File: src/rtl/wb_route_pkg.sv
// Shared encodings and types for the write-back route queue.
package wb_route_pkg;
    localparam logic [1:0] DEST_0 = 2'd0;
    localparam logic [1:0] DEST_1 = 2'd1;
    localparam logic [1:0] DEST_2 = 2'd2;
    localparam logic [1:0] DEST_3 = 2'd3;

    localparam int NUM_DEST = 4;
    localparam int STAT_W   = 16;

    typedef logic [STAT_W-1:0] stat_t;
endpackage

File: src/rtl/wb_route_queue_sat_counter.sv
// Saturating up-counter; holds at all-ones once reached.
module sat_counter
    import wb_route_pkg::*;
#(
    parameter int W = STAT_W
) (
    input  logic         clk,
    input  logic         rst_n,
    input  logic         inc,
    output logic [W-1:0] cnt
);
    always_ff @(posedge clk or negedge rst_n) begin
        if (!rst_n)
            cnt <= '0;
        else if (inc && (cnt != {W{1'b1}}))
            cnt <= cnt + W'(1);
    end
endmodule

File: src/rtl/wb_route_queue.sv
// Circular queue of (data, dest select) pairs feeding a 1-to-4 demux.
// Optional per-destination delivery counters with `WB_ROUTE_STATS_EN.
module wb_route_queue
    import wb_route_pkg::*;
#(
    parameter int WIDTH = 32,
    parameter int DEPTH = 4,
    localparam int AW   = $clog2(DEPTH),
    localparam int CW   = AW + 1
) (
    input  logic             clk,
    input  logic             rst_n,
    input  logic             in_valid,
    input  logic [WIDTH-1:0] in_data,
    input  logic [1:0]       in_sel,
    output logic             in_ready,
    input  logic             flush,
    input  logic [3:0]       dest_ready,
    output logic             out_valid,
    output logic [WIDTH-1:0] out_data,
    output logic [1:0]       out_sel,
    output logic [CW-1:0]    count
`ifdef WB_ROUTE_STATS_EN
    ,
    output logic [63:0]      stat_cnt
`endif
);
    logic [AW-1:0]    wptr, rptr;
    logic [CW-1:0]    cnt;
    logic [WIDTH-1:0] data_mem [DEPTH];
    logic [1:0]       sel_mem  [DEPTH];
    logic [WIDTH-1:0] head_data;
    logic [1:0]       head_sel;
    logic             push, pop;

    assign head_data = data_mem[rptr];
    assign head_sel  = sel_mem[rptr];

    // in_ready looks only at occupancy: a full queue refuses even while popping
    assign in_ready  = (cnt < CW'(DEPTH));
    assign out_valid = (cnt != '0);
    assign out_data  = out_valid ? head_data : '0;
    assign out_sel   = out_valid ? head_sel  : DEST_0;
    assign count     = cnt;

    // flush overrides both sides so a flushed entry is never delivered
    assign push = in_valid & in_ready & ~flush;
    assign pop  = out_valid & dest_ready[head_sel] & ~flush;

    always_ff @(posedge clk or negedge rst_n) begin
        if (!rst_n) begin
            wptr <= '0;
            rptr <= '0;
            cnt  <= '0;
        end else if (flush) begin
            wptr <= '0;
            rptr <= '0;
            cnt  <= '0;
        end else begin
            if (push) wptr <= wptr + AW'(1);
            if (pop)  rptr <= rptr + AW'(1);
            case ({push, pop})
                2'b10:   cnt <= cnt + CW'(1);
                2'b01:   cnt <= cnt - CW'(1);
                default: cnt <= cnt;
            endcase
        end
    end

    always_ff @(posedge clk) begin
        if (push) begin
            data_mem[wptr] <= in_data;
            sel_mem[wptr]  <= in_sel;
        end
    end

`ifdef WB_ROUTE_STATS_EN
    logic [NUM_DEST-1:0][STAT_W-1:0] stat_q;

    for (genvar k = 0; k < NUM_DEST; k++) begin : g_stat
        sat_counter #(.W(STAT_W)) u_cnt (
            .clk   (clk),
            .rst_n (rst_n),
            .inc   (pop && (head_sel == 2'(k))),
            .cnt   (stat_q[k])
        );
    end

    assign stat_cnt = stat_q;
`endif
endmodule

File: config.mk
export PLATFORM = sky130hd
export DESIGN_NAME = wb_route_queue
export DESIGN_NICKNAME = d
export VERILOG_FILES = /design/src/rtl/wb_route_pkg.sv /design/src/rtl/wb_route_queue_sat_counter.sv /design/src/rtl/wb_route_queue.sv
export SDC_FILE = /design/constraint.sdc
export NUM_CORES = 1
export LEC_CHECK = 0
export ABC_AREA = 0
export CORE_ASPECT_RATIO = 0.6
export CORE_UTILIZATION = 35
export DETAILED_ROUTE_END_ITERATION = 6
export GPL_ROUTABILITY_DRIVEN = 0
export HOLD_SLACK_MARGIN = 0.12
export SLEW_MARGIN = 20
export SYNTH_ARGS = -nofsm -noshare
export SYNTH_HDL_FRONTEND = slang
export SYNTH_HIERARCHICAL = 1
export SYNTH_SLANG_ARGS = --single-unit
File: constraint.sdc
create_clock -name clk -period 3.5 [get_ports clk]
set_clock_uncertainty 0.1 [all_clocks]
set_input_delay 0.525 -clock clk [delete_from_list [all_inputs] [get_ports clk]]
set_output_delay 0.525 -clock clk [all_outputs]
set_load 0.01 [all_outputs]
==> flow_metrics.py <==
metrics = {
    "outcome": {
        "outcome": "finished, violations left",
        "violations": "DRC",
    },
    "finish": {
        "register_area_sq_mm": 0.00426,
        "design_area_sq_mm": 0.00737,
        "layout-drive-gt1-share_pct": 21.2,
        "layout.nets": 416,
        "multi_input_area_sq_mm": 0.00133,
        "area_growth_pct": 30.1,
        "n_fill_cell": 1330,
    },
    "timing": {
        "hold_viol": 0,
        "slew_headroom_pct": 63.4,
        "grt_setup_unrepaired": "false",
        "tns_ps": 0,
        "fin_crit_sh_pct": 87.8,
        "tightest_slew_ps": 549,
        "period_minus_slack_ps": 3070,
        "max_freq_mhz": 325,
        "drv_slew": 0,
        "finalSetupViolations": 0,
    },
    "pwr": {
        "internal_power_uw": 3930,
        "p_seq_share_pct": 39.0,
        "p_total_uw": 5270,
        "vdd_drop_max_v": 0.000371,
        "p_leak_uw": 0.00242,
        "clkPwrFrac_pct": 34.9,
        "switchingPower_uw": 1330,
        "p_comb_share_pct": 26.1,
        "power.density_mw_per_mm2": 714,
        "p_sw_share_pct": 25.3,
    },
    "setup_path": {
        "cp.arrival_ps": 2450,
        "worstSetupEndpointType": "output pin",
        "start_kind": "flop",
        "crit_type": "reg2out",
        "cp_max_fo": 19,
        "worstPathRequired_ps": 2870,
    },
    "cts": {
        "cts_tree": "done",
        "cts-resized-gates": 0,
        "path_clk_slew_ps": 60,
        "clock_sink_count": 143,
        "clock-root-buffer": "clkbuf_16",
        "postCtsHoldBufs": 0,
        "cts_setup_buffers": 0,
        "clockBufferDepth": 2,
        "clk_latency_ps": 410,
        "h-tree-depth": 4,
        "numCtsBuffers": 17,
    },
    "floorplanning": {
        "placementRows": 35,
        "die_h_um": 101,
        "start_util_pct": 36.3,
        "ios": 81,
        "core_sq_mm": 0.0156,
        "die-area_sq_mm": 0.0167,
        "die_w_um": 166,
    },
    "synthesis": {
        "synthCells": 273,
        "yosys.cell_types.count": 29,
        "syn_nets": 320,
        "synth-edff-count": 136,
        "synthArstFlopShare_pct": 4.90,
        "seq_area_frac_synth_pct": 75.2,
        "synth_area_sq_mm": 0.00567,
        "ys_ff_latch": 143,
        "ys.flop_type": "edfxtp_1",
        "ys_warn_count": 6,
        "syn_area_per_cell_sq_um": 20.8,
    },
    "global_route": {
        "grt_use_total_pct": 14.4,
        "antenna_found_initial": 2,
        "grt.overflow.total": 0,
        "grt_pass1_vias": 2988,
        "grt_max_degree": 35,
        "grt_pass1_wl_um": 17200,
    },
    "route": {
        "drt_iter0_drc": 178,
        "ant_nets": 0,
        "route.detailed.drc": 16,
        "drt-wirelength-per-cell_um": 18.9,
        "drt-vias-per-instance": 4.85,
        "firstDrtPassIters": 6,
        "dr_total_vias": 2840,
        "wl_um": 11100,
    },
    "placement": {
        "post-dp-hpwl_um": 6790,
        "port_buffers": 80,
        "placed_cell_area_sq_mm": 0.00677,
    },
    "job": {
        "max_cap_violations": 0,
    },
    "hold_path": {
        "hold_class": "in2async",
    },
}
[sequential cells by signal, indices dropped and copies added, names as in the netlist]
| signal | cells |
|---|---|
| wptr | 2 |
| count | 3 |
| sel_mem | 8 |
| rptr | 2 |
| data_mem | 128 |
[cell type report]
cell class	instances	area share (%)
sequential	143	57.8
inverter	4	0.204
timing repair buffer	91	12.3
clock inverter	13	2.31
antenna	1	0.0340
clock buffer	19	5.87
tap	203	3.45
multi-input combinational	112	18.0
[power by group through the flow]
stage / clock, uW / combinational, uW / sequential, uW
6_report: 1840 / 1380 / 2050
5_1_grt: 1940 / 1490 / 2070
4_1_cts: 1870 / 1400 / 2060
3_5_place_dp: 0 / 1390 / 2090
3_3_place_gp: 0 / 1390 / 2080
2_1_floorplan: 0 / 724 / 2080
[through the flow]
stage	instances	util (%)	hold WS (ps)	worst slack, ps
floorplan	273	-	129	670
detailed placement	553	43.4	506	489
finish	586	47.3	279	428
global placement	553	43.4	487	554
CTS	585	47.3	285	361
global route	585	47.3	304	278
[layout by cell type, fill, tap and decap left out, types with 3 or more instances in the layout]
cell type	synthesis	layout
and2_1	38	34
and2_2	0	4
buf_4	0	9
bufinv_16	0	4
clkbuf_16	0	17
clkdlybuf4s50_1	0	80
clkinv_1	0	3
clkinv_2	0	3
dfrtp_1	7	5
edfxtp_1	136	136
ha_1	4	4
inv_1	4	4
mux4_2	33	33
nand2_1	3	3
nand2b_1	3	3
nor2_1	11	11
[synthesized netlist by cell type (all sizes together) (2+ instances only)]
cell | number | area, sq um
edfxtp | 136 | 4080
and2 | 38 | 238
mux4 | 34 | 769
nor2 | 11 | 41.3
clkbuf | 8 | 30.0
dfrtp | 7 | 175
buf | 6 | 40.0
ha | 4 | 50.1
inv | 4 | 15.0
nand2 | 3 | 11.3
nand2b | 3 | 18.8
a21oi | 2 | 10.0
mux2 | 2 | 26.3
mux2i | 2 | 20.0
nor3 | 2 | 10.0
xnor2 | 2 | 17.5
[kinds of logic (layout without fill, tap and decap cells)]
logic type      after synthesis  count (layout)  share of synthesized area [%]
mux                          38              38                           14.4
flops                       143             143                           75.2
simple gates                 60              60                           6.23
compound gates                6               6                          0.751
other cells                   0               1                              0
xor+xnor                      3               3                          0.707
buf+inv                      18             127                           1.50
fa+ha+maj                     5               5                           1.24
[critical path, stage by stage (launching register included)]
cell,delay (ps)
dfrtp_2,410
buf_4,380
mux4_2,560
and2_1,200
clkdlybuf4s50_1,490
[layer usage]
layer	wire length, um	track usage (%)
met1	5410	20.2
met2	4940	20.6
met3	654	5.34
met4	90	5.13
met5	0	0
[final timing paths]
kind / startpoint / cells past startpoint / to / slack (ps)
max: rptr[0] / 4 / out_data[6] / 430
min: rst_n / 1 / count[1] / 280
max reg2reg: rptr[0] / 8 / count[2] / 510
min reg2reg: wptr[0] / 2 / wptr[0] / 520
max in group asynchronous: rst_n / 1 / rptr[0] / 2740
min in group clk: wptr[0] / 2 / wptr[0] / 520
(Power assumes the default switching activity.)
